[src/rtl/mem_arbiter.sv]
// mem_arbiter: two-requester (instruction fetch / data) arbiter onto a single
// memory port. Three-state FSM (IDLE -> BUSY -> RESP) with a registered owner
// and a "last completed grant" bit giving alternating priority on contention.
// Optional feature macro: ARB_TIMEOUT_EN adds a BUSY watchdog that forces a
// zero-data response after TIMEOUT cycles and raises the sticky err_o flag.
module mem_arbiter #(
  parameter int DW      = 32,
  parameter int TIMEOUT = 16
) (
  input  logic          clk,
  input  logic          rst,
  // fetch port
  input  logic          if_req_i,
  input  logic [DW-1:0] if_addr_i,
  output logic          if_valid_o,
  output logic [DW-1:0] if_rdata_o,
  // data port
  input  logic          d_req_i,
  input  logic          d_we_i,
  input  logic [DW-1:0] d_addr_i,
  input  logic [DW-1:0] d_wdata_i,
  output logic          d_valid_o,
  output logic [DW-1:0] d_rdata_o,
  // memory port
  output logic          mem_req_o,
  output logic          mem_we_o,
  output logic [DW-1:0] mem_addr_o,
  output logic [DW-1:0] mem_wdata_o,
  input  logic          mem_ready_i,
  input  logic [DW-1:0] mem_rdata_i,
  // status
  output logic          stall_o,
  output logic          err_o
);

  typedef enum logic [1:0] {
    ST_IDLE = 2'd0,
    ST_BUSY = 2'd1,
    ST_RESP = 2'd2
  } state_e;

  localparam logic OWN_FETCH = 1'b0;
  localparam logic OWN_DATA  = 1'b1;

  state_e        state_q, state_d;
  logic          owner_q, owner_d;
  logic          last_q, last_d;
  logic          mem_we_q, mem_we_d;
  logic [DW-1:0] mem_addr_q, mem_addr_d;
  logic [DW-1:0] mem_wdata_q, mem_wdata_d;
  logic [DW-1:0] if_rdata_q, if_rdata_d;
  logic [DW-1:0] d_rdata_q, d_rdata_d;

  logic          grant_data;
  logic          tmo;
  logic [DW-1:0] rdata_cap;

  // DATA wins unless FETCH is also waiting and DATA had the last completed grant.
  assign grant_data = d_req_i && (!if_req_i || (last_q == OWN_FETCH));

  // Stores and watchdog-forced completions return zero data.
  assign rdata_cap = (mem_ready_i && !mem_we_q) ? mem_rdata_i : '0;

`ifdef ARB_TIMEOUT_EN
  localparam int CW = (TIMEOUT > 1) ? $clog2(TIMEOUT + 1) : 1;

  logic [CW-1:0] cnt_q, cnt_d;
  logic          err_q, err_d;

  // Watchdog fires on the TIMEOUT-th BUSY cycle that sees no ready.
  assign tmo = (state_q == ST_BUSY) && !mem_ready_i && (cnt_q == CW'(TIMEOUT - 1));

  // Count BUSY cycles; held at zero outside BUSY so each access starts fresh.
  always_comb begin
    cnt_d = cnt_q;
    err_d = err_q;
    if (state_q == ST_BUSY) begin
      cnt_d = cnt_q + CW'(1);
    end else begin
      cnt_d = '0;
    end
    if (tmo) begin
      err_d = 1'b1;
    end
  end

  // Watchdog counter and sticky error flag.
  always_ff @(posedge clk) begin
    if (rst) begin
      cnt_q <= '0;
      err_q <= 1'b0;
    end else begin
      cnt_q <= cnt_d;
      err_q <= err_d;
    end
  end

  assign err_o = err_q;
`else
  // Without the watchdog BUSY waits indefinitely and no error is possible.
  assign tmo   = 1'b0;
  assign err_o = 1'b0;
`endif

  // Next-state logic: grant in IDLE, wait for completion in BUSY, respond in RESP.
  always_comb begin
    state_d     = state_q;
    owner_d     = owner_q;
    last_d      = last_q;
    mem_we_d    = mem_we_q;
    mem_addr_d  = mem_addr_q;
    mem_wdata_d = mem_wdata_q;
    if_rdata_d  = if_rdata_q;
    d_rdata_d   = d_rdata_q;
    unique case (state_q)
      ST_IDLE: begin
        if (if_req_i || d_req_i) begin
          state_d = ST_BUSY;
          owner_d = grant_data ? OWN_DATA : OWN_FETCH;
          if (grant_data) begin
            mem_we_d    = d_we_i;
            mem_addr_d  = d_addr_i;
            mem_wdata_d = d_wdata_i;
          end else begin
            mem_we_d    = 1'b0;
            mem_addr_d  = if_addr_i;
            mem_wdata_d = '0;
          end
        end
      end
      ST_BUSY: begin
        if (mem_ready_i || tmo) begin
          state_d = ST_RESP;
          last_d  = owner_q;
          if (owner_q == OWN_DATA) begin
            d_rdata_d = rdata_cap;
          end else begin
            if_rdata_d = rdata_cap;
          end
        end
      end
      ST_RESP: begin
        state_d = ST_IDLE;
      end
      default: begin
        state_d = ST_IDLE;
      end
    endcase
  end

  // State, owner, latched memory command and captured read data.
  always_ff @(posedge clk) begin
    if (rst) begin
      state_q     <= ST_IDLE;
      owner_q     <= OWN_FETCH;
      last_q      <= OWN_FETCH;
      mem_we_q    <= 1'b0;
      mem_addr_q  <= '0;
      mem_wdata_q <= '0;
      if_rdata_q  <= '0;
      d_rdata_q   <= '0;
    end else begin
      state_q     <= state_d;
      owner_q     <= owner_d;
      last_q      <= last_d;
      mem_we_q    <= mem_we_d;
      mem_addr_q  <= mem_addr_d;
      mem_wdata_q <= mem_wdata_d;
      if_rdata_q  <= if_rdata_d;
      d_rdata_q   <= d_rdata_d;
    end
  end

  assign mem_req_o   = (state_q == ST_BUSY);
  assign mem_we_o    = mem_we_q;
  assign mem_addr_o  = mem_addr_q;
  assign mem_wdata_o = mem_wdata_q;

  assign if_valid_o  = (state_q == ST_RESP) && (owner_q == OWN_FETCH);
  assign d_valid_o   = (state_q == ST_RESP) && (owner_q == OWN_DATA);
  assign if_rdata_o  = if_rdata_q;
  assign d_rdata_o   = d_rdata_q;

  // Datapath hold while either requester is still waiting for its response.
  assign stall_o = (if_req_i && !if_valid_o) || (d_req_i && !d_valid_o);

endmodule

[config.mk]
export PLATFORM = sky130hd
export DESIGN_NAME = mem_arbiter
export DESIGN_NICKNAME = d
export VERILOG_FILES = /design/src/rtl/mem_arbiter.sv
export SDC_FILE = /design/constraint.sdc
export NUM_CORES = 1
export LEC_CHECK = 0
export CAP_MARGIN = 20
export CORE_ASPECT_RATIO = 1.4
export CORE_MARGIN = 2
export CORE_UTILIZATION = 35
export CTS_CLUSTER_SIZE = 24
export DETAILED_ROUTE_END_ITERATION = 7
export GPL_ROUTABILITY_DRIVEN = 0
export PLACE_DENSITY_LB_ADDON = 0.15
export SYNTH_ARGS = -nofsm -noshare
export SYNTH_HDL_FRONTEND = slang
export SYNTH_SLANG_ARGS = --single-unit
export TNS_END_PERCENT = 1
[constraint.sdc]
create_clock -name clk -period 2.8 [get_ports clk]
set_clock_uncertainty 0.05 [all_clocks]
set_input_delay 0.56 -clock clk [delete_from_list [all_inputs] [get_ports clk]]
set_output_delay 0.56 -clock clk [all_outputs]
set_load 0.005 [all_outputs]
==> impl_metrics.tcl <==
set metrics [dict create \
    status "finished clean" \
    fin_tns_setup_ps 0 \
    dieArea_sq_um 16390 \
    yosysTopAreaCellShare_pct 49.51 \
    cts_buffer_depth 2 \
    reg2reg_depth 3 \
    postRouteAntennaNets 0 \
    die_h_um 150.7 \
    p_clk_share_pct 43.4 \
    dr.pass1.iters 4 \
    finalSetupViolations 0 \
    htree_levels 4 \
    crit_path_start "state_q[1]$_SDFFE_PP0P_" \
    arrival_ps 1940 \
    hold_path.class "flip-flop to flip-flop" \
    max_freq_mhz 392.0 \
    clk_pin_slew_ps 60 \
    port_buffers 266 \
    synth-main-ff-cell "dfxtp_1" \
    avgViaCountPerCell 5.051 \
    clock_latency_ps 400 \
    path_class "flip-flop to output port" \
    routedWlPerCell_um 16.60 \
    p_leak_nw 3.118 \
    fin_crit_sh_pct 91.10 \
    wl_um 16830 \
    drive_above_1_share_pct 10.22 \
    cp_slowest_stage_delay_ps 510 \
    crit_required_ps 2190 \
    cts.repair.resized 0 \
    hold_violations 0 \
    synth_area_leaders "dfxtp_1 50%, a311oi_2 8.4%, nand2b_1 7.6%, nand3_1 6.0%, o21ai_1 6.0%" \
    timing.rr.end "mem_addr_o[3]$_SDFFE_PP0P_" \
    area_delta_synth_final_pct 61.70 \
    cts_buffers 17 \
    finalMaxSlewViolations 0 \
    setup_ws_ps 249.3 \
    grtUsageTotal_pct 20.45 \
    syn_inst 569 \
    overflow 0 \
    grt_max_degree 66 \
    postCtsHoldBufs 0 \
    layout.nets 945 \
    clock-root-buffer "clkbuf_16" \
    initial_core_util_pct 35.72 \
    ys_async_sr_fraction_pct 0 \
    power.internal_mw 3.874 \
    syn-cell-area_sq_um 5378 \
    yosys_warnings 0 \
    die_x_um 108.8 \
    critPathMaxFanout 7 \
    num_vias 5122 \
    r2r-start "state_q[1]$_SDFFE_PP0P_" \
    grt_pass1_wl_um 26180 \
    start_kind "flip-flop" \
    swShare_pct 24.45 \
    switchingPower_mw 1.254 \
    antenna_found_initial 0 \
    synth_edf_count 0 \
    dr.first_iter.drc_count 235 \
    power.density_nw_per_um2 589.7 \
    synth_area_leader_cell "dfxtp_1" \
    combPwrFrac_pct 16.3 \
    crit_chain "nor3b_1 > o22ai_1 > clkdlybuf4s50_1" \
    synth.avg_cell_area_sq_um 9.451 \
    slew_headroom_pct 46.29 \
    cts_tree "built" \
    drv_cap 0 \
    worst_pin_slew_ps 805.6 \
    layout_min_cycle_time_ps 2551 \
    synth_cell_types 31 \
    post-cts-setup-buffers 0 \
    n_antenna_cell 0 \
    drc 0 \
    synth-seq-cells 133 \
    dp_slack_ps 358.3 \
    synthesis.nets 703 \
    grt_pass1_vias 5242 \
    core_area_sq_um 15050 \
    grt_setup_unrepaired "false" \
    r2r_slack_ps 1110 \
    ios 268 \
    ys_seq_area_share_pct 49.51 \
    cp-endpoint "stall_o" \
    pwr-share-seq_pct 40.3 \
    hpwl_um 11720 \
    synth.most_common_cell "dfxtp_1" \
    ir_drop_uv 339.6 \
    end_kind "output port" \
    row_count 53 \
    cp_slowest_cell "dfxtp_1" \
    clock-sinks 133 \
    synthTopCellsByCount "133 x dfxtp_1, 66 x nand2_1, 65 x nand2b_1" \
]
[flip-flops by register name, summed over array words and instances (netlist names)]
register / flops
mem_wdata_o: 32
owner_q: 1
d_rdata_o: 32
state_q: 2
if_rdata_o: 32
last_q: 1
mem_we_o: 1
mem_addr_o: 32
[layout make-up]
type                       instances  area (sq um)
fill                            1350          6357
timing repair buffer             280          2803
sequential                       133          2663
multi-input combinational        377          2397
clock buffer                      17         425.4
tap                              192         240.2
clock inverter                    13         160.2
inverter                           2         7.507
[per-layer routing]
metal	vias up	global-route usage (%)	routed length, um	part of all wire, %
met4	0	8.462	425	2.5
met2	201	35.25	8341	50
met5	-	0	0	0
met1	2393	23.59	6839	41
met3	32	5.714	1223	7.3
li1	2496	-	-	-
[critical path: cells and delay by family, from the launching register on]
family	cells	cell delay, ps
buffers and inverters	1	460
AND/OR/NAND/NOR	1	440
AO/OA/AOI/OAI	1	130
flip-flops	1	510
[power by group through the flow]
stage	logic [mW]	clock network [mW]	registers [mW]
after floorplan	0.364	0	2.10
after global placement	0.826	0	2.10
after detailed placement	0.839	0	2.10
after CTS	0.844	2.27	2.06
after global routing	0.903	2.36	2.08
final	0.837	2.23	2.06
[through the flow]
stage	cells	power [mW]	hold slack (ps)	utilization (%)	instance area, sq um
floorplan	569	2.468	408.2	-	5378
global placement	984	2.924	400.4	53.88	8110
detailed placement	984	2.940	405.0	53.88	8110
CTS	1014	5.176	415.7	57.77	8696
global route	1014	5.335	433.4	57.77	8696
finish	1014	5.128	412.8	57.77	8696
[kinds of logic after synthesis]
logic type             after synthesis  synth area share, %
AND/OR/NAND/NOR                    207                20.24
buffers and inverters               59                6.026
AO/OA/AOI/OAI                      169                24.15
other                                1              0.06973
flip-flops                         133                49.51
[worst min path at each step]
stage,from,slack [ps],endpoint,cells after the start
finish,d_rdata_o[23]$_SDFFE_PP0P_,410,d_rdata_o[23]$_SDFFE_PP0P_,2
global route,d_rdata_o[31]$_SDFFE_PP0P_,430,d_rdata_o[31]$_SDFFE_PP0P_,2
CTS,d_rdata_o[31]$_SDFFE_PP0P_,420,d_rdata_o[31]$_SDFFE_PP0P_,2
detailed placement,if_rdata_o[24]$_SDFFE_PP0P_,400,if_rdata_o[24]$_SDFFE_PP0P_,2
global placement,d_rdata_o[3]$_SDFFE_PP0P_,400,d_rdata_o[3]$_SDFFE_PP0P_,2
floorplan,d_rdata_o[0]$_SDFFE_PP0P_,410,d_rdata_o[0]$_SDFFE_PP0P_,2
[layout by cell type (no fill, tap or decap), drive strengths merged, types with 17 or more instances in the layout]
cell,count
o21ai,64
nand2,66
a21oi,36
dfxtp,133
a311oi,32
a22o,33
clkbuf,17
clkdlybuf4s50,265
nand3,64
nand2b,65
Note: power is estimated with default switching activity, not from simulation.
==> patch 1: new RTL, same flow settings <==
The 3 states of `state_e` get a one-hot encoding in 3 bits.
--- a/src/rtl/mem_arbiter.sv
+++ b/src/rtl/mem_arbiter.sv
@@ -35,6 +35,6 @@
 
-  typedef enum logic [1:0] {
-    ST_IDLE = 2'd0,
-    ST_BUSY = 2'd1,
-    ST_RESP = 2'd2
+  typedef enum logic [2:0] {
+    ST_IDLE = 3'b001,
+    ST_BUSY = 3'b010,
+    ST_RESP = 3'b100
   } state_e;
Function: same outputs for any inputs over 4 cycles, from zero or initial values and one cycle with rst high; so few cycles prove little.
==> patch 1 against the unedited design <==
Cell count is 3.6% higher. Wire length is 1.1% higher. Power is 3.7% higher. Synthesized area is 1.4% lower. Clock power is 7% higher. Largest power group unchanged. Register-to-register slack worse by 0.49 ns. Worst setup slack worse by 0.16 ns. Sequential cell count is 1 higher. Via count is 0.72% higher. Sequential share of layout area is 0.054 points higher. Design area is 0.58% higher.
==> patch 1: results (changes against the unedited design) <==
- Status: complete, no violations (unchanged)
* Routed length on met3: 1.35 mm (was 1.22 mm)
- The family with the most delay on the worst path was buffers and inverters (was flip-flops).
* Final #Nets: 981 (was 945)
* Endpoint of the lowest-slack register-to-register path: d_rdata_o[14] (was mem_addr_o[3])
- Share of final-layout standard cells stronger than drive strength 1: 0.0710 (was 0.102)
* Overall fraction of global-route tracks in use: 0.207 (was 0.205)
- The cell with the largest stage delay on the worst path is sky130_fd_sc_hd__clkdlybuf4s50_1 (was sky130_fd_sc_hd__dfxtp_1).
- Worst Min Path Start: mem_wdata_o[26] (was d_rdata_o[23])
- Post-synthesis net count: 737 (was 703)
* Tightest hold margin: 0.400 ns (was 0.413 ns)
- Largest net degree at the start of global routing: 75 (was 66)
* Number of cells traversed by the worst register-to-register path: 5 (was 3)
* Routed wire length: 17.0 mm (was 16.8 mm)
- The wire length on met1 was 6.60 mm (was 6.84 mm).
- The critical-path maximum fanout was 6 (was 7).
- The worst reg-to-reg setup slack came to 0.62 ns (was 1.11 ns).
- The worst path arrival time was 2.10 ns (was 1.94 ns).
* Top post-synthesis cells by count: sky130_fd_sc_hd__dfxtp_1 (134), sky130_fd_sc_hd__nand2_1 (104), sky130_fd_sc_hd__a21oi_1 (58) (was sky130_fd_sc_hd__dfxtp_1 (133), sky130_fd_sc_hd__nand2_1 (66), sky130_fd_sc_hd__nand2b_1 (65))
- The leakage power summed over all cells is 3.05 nW (was 3.12 nW).
* Maximum operating frequency: 0.369 GHz (was 0.392 GHz)
- The cell count after placement was 1020 (was 984).
- The synthesized area per cell was 8.79 um2 (was 9.45 um2).
- The violation count after the first detailed-route iteration is 238 (was 235).
* Detail-routed via count per cell: 4.91 (was 5.05)
- The wire length of the first global-routing pass was 26.3 mm (was 26.2 mm).
- The pin slew with the least headroom to its limit came to 0.652 ns (was 0.806 ns).
- The total cell area at the placement stage is 0.00811 mm2 (about the same).
* Largest voltage drop on the vdd net: 0.306 mV (was 0.340 mV)
- The count of cell types in the netlist was 29 (was 31).
- Slowest cell delay on critical path: 0.68 ns (was 0.51 ns)
- Endpoint of the worst hold path: mem_wdata_o[26] (was d_rdata_o[23])
* Placement Setup Slack: 0.224 ns (was 0.358 ns)
-- patch 1: cell types whose count changed in the layout (fill, tap and decap cells not counted), sizes merged, moves of 30 or more --
| cell | delta |
|---|---|
| nand2 | +38 |
| nor2 | +35 |
| a22o | -33 |
| a21oi | +32 |
| mux2i | +32 |
| nand2b | -32 |
| nand3b | +32 |
| a211oi | +31 |
| a311oi | -31 |
| o21ai | -31 |
| nand3 | -30 |
-- patch 1: metal layers --
layer | track usage | up-vias
met5 | 0 | -
met4 | 0.0795 | 0
met3 | 0.0723 | 29
met2 | 0.365 | 206
met1 | 0.227 | 2383
li1 | - | 2541
-- patch 1: worst max path at each step --
stage	from	to	cells after the start
after floorplan	d_req_i	mem_addr_o[17]	6
after global placement	if_req_i	stall_o	4
after detailed placement	if_req_i	mem_addr_o[7]	6
after CTS	state_q[2]	if_valid_o	2
after global routing	state_q[2]	if_valid_o	2
final	state_q[2]	if_valid_o	2
-- patch 1: area by class of cell --
class	instances	area (um2)
clock buffer	20	467
clock inverter	11	173
fill	1320	6170
inverter	2	7.51
multi-input combinational	414	2380
sequential	134	2680
tap	192	240
timing repair buffer	278	2800
-- patch 1: worst min-delay path: cells and delay by family, from the launching register on --
family | cells | cell delay (ns)
flops | 1 | 0.31
simple gates | 1 | 0.05
compound gates | 1 | 0.05
-- patch 1: logic make-up after synthesis --
group | share of synthesized area
simple gates | 0.232
flops | 0.506
mux | 0.0604
buf+inv | 0.0512
other cells | 0.000708
compound gates | 0.149
-- patch 1: report_power, final --
| part | switching, mW | internal, mW | total [mW] |
|---|---|---|---|
| registers | 0.0649 | 2.01 | 2.08 |
| logic | 0.370 | 0.479 | 0.850 |
| clock network | 0.831 | 1.56 | 2.39 |
==> patch 2: new RTL, config.mk and constraints unchanged <==
Made on the original files. Set the parameter `DW` to 16 (it was 32).
--- a/src/rtl/mem_arbiter.sv
+++ b/src/rtl/mem_arbiter.sv
@@ -6,3 +6,3 @@
 module mem_arbiter #(
-  parameter int DW      = 32,
+  parameter int DW      = 16,
   parameter int TIMEOUT = 16
Interface: changed (8 resized); port bits go from 268 to 140. The function was not compared with the original's and may differ.
==> patch 2 against the unedited design <==
Design area down 49%. First-iteration DRC count down 51%. Sequential cell count down 64. Power down 56%. Worst setup slack better by 0.061 ns. Synthesized area down 47%. Wire length down 48%. Non-clock buffer count down 133. Largest cell class unchanged.
==> patch 2: results (changes against the unedited design) <==
- Status: complete, no violations (unchanged)
- The number of global-route vias before repair was 2905 (was 5242).
- The number of levels the H-tree was split into is 3 (was 4).
- Leakage power: 1.56 nW (was 3.12 nW)
* Overall fraction of global-route tracks in use: 0.195 (was 0.205)
* Share of final-layout standard cells stronger than drive strength 1: 0.0617 (was 0.102)
- The violation count after the first detailed-route iteration came to 114 (was 235).
* First-pass GRT wire length: 13.7 mm (was 26.2 mm)
- The detailed placer's ending HPWL came to 5.95 mm (was 11.7 mm).
* Largest net degree at the start of global routing: 37 (was 66)
* Biggest area contributors in the synthesized netlist: sky130_fd_sc_hd__dfxtp_1 (49%), sky130_fd_sc_hd__o21ai_0 (8.0%), sky130_fd_sc_hd__nand2b_1 (7.3%) (was sky130_fd_sc_hd__dfxtp_1 (50%), sky130_fd_sc_hd__a311oi_2 (8.4%), sky130_fd_sc_hd__nand2b_1 (7.6%))
- Largest voltage drop on the vdd net: 0.277 mV (was 0.340 mV)
- The met1 track utilization from global routing was 0.223 (was 0.236).
- The worst relative slew slack was 0.488 (was 0.463).
* Clock latency of the later-clocked register in the worst-skew pair: 0.33 ns (was 0.40 ns)
- Post-synthesis net count: 410 (was 703)
- The quantity of I/O buffers inserted on ports was 138 (was 266).
- Data arrival time of the worst path: 1.88 ns (was 1.94 ns)
* Slowest cell delay on critical path: 0.58 ns (was 0.51 ns)
- The cell with the largest stage delay on the worst path was sky130_fd_sc_hd__clkdlybuf4s50_1 (was sky130_fd_sc_hd__dfxtp_1).
* Clock root buffer: sky130_fd_sc_hd__clkbuf_8 (was sky130_fd_sc_hd__clkbuf_16)
- The fraction of met3 tracks used by global routing came to 0.0752 (was 0.0571).
- The number of buffers inserted during clock tree synthesis was 9 (was 17).
- The average wire length per cell after detail routing is 15.2 um (was 16.6 um).
* Post-synthesis sequential area ratio: 0.488 (was 0.495)
* CP Max Fanout: 6 (was 7)
* Final #Nets: 536 (was 945)
- Met2 Track Usage GR: 0.321 (was 0.353)
* Top post-synthesis cells by count: sky130_fd_sc_hd__dfxtp_1 (69), sky130_fd_sc_hd__o21ai_0 (45), sky130_fd_sc_hd__a21oi_1 (36) (was sky130_fd_sc_hd__dfxtp_1 (133), sky130_fd_sc_hd__nand2_1 (66), sky130_fd_sc_hd__nand2b_1 (65))
[patch 2: path summary, 6_finish.rpt]
path,depth (start not counted),slack (ns),to,start
max,4,0.31,stall_o,if_req_i
min,2,0.41,if_rdata_o[1],if_rdata_o[1]
max reg2reg,4,1.03,mem_wdata_o[14],state_q[1]
min reg2reg,2,0.41,if_rdata_o[1],if_rdata_o[1]
[patch 2: per-layer routing]
layer	wire, um	vias to the layer above
met3	640	10
met4	149	0
met1	3520	1363
li1	-	1458
met5	0	-
met2	4370	105
[patch 2: power by group]
group,switching (mW),internal [mW]
clock network,0.355,0.389
registers,0.0322,1.04
logic,0.184,0.240
[patch 2: cells by family after synthesis]
logic type      after synthesis  synth area share
other cells                   1           0.00132
simple gates                131             0.249
compound gates              105             0.211
buf+inv                      34            0.0512
flops                        69             0.488
[patch 2: area by class of cell]
cell class / instances / area (um2)
multi-input combinational: 237 / 1310
inverter: 2 / 7.51
clock buffer: 14 / 173
fill: 757 / 3350
timing repair buffer: 147 / 1440
clock inverter: 1 / 5.00
tap: 100 / 125
sequential: 69 / 1380
[patch 2: metrics by stage]
stage / area (um2) / setup slack, ns / util / hold WS, ns / std cells
2_1_floorplan: 2830 / 0.981 / - / 0.409 / 340
3_3_place_gp: 4270 / 0.310 / 0.548 / 0.402 / 555
3_5_place_dp: 4270 / 0.296 / 0.548 / 0.405 / 555
4_1_cts: 4450 / 0.301 / 0.570 / 0.417 / 570
5_1_grt: 4450 / 0.222 / 0.570 / 0.439 / 570
6_report: 4450 / 0.310 / 0.570 / 0.412 / 570
[patch 2: critical path: cells and delay by family]
kind / cells / cell delay, ns
buffers and inverters: 3 / 1.16
AOI/OAI and AO/OA: 1 / 0.16
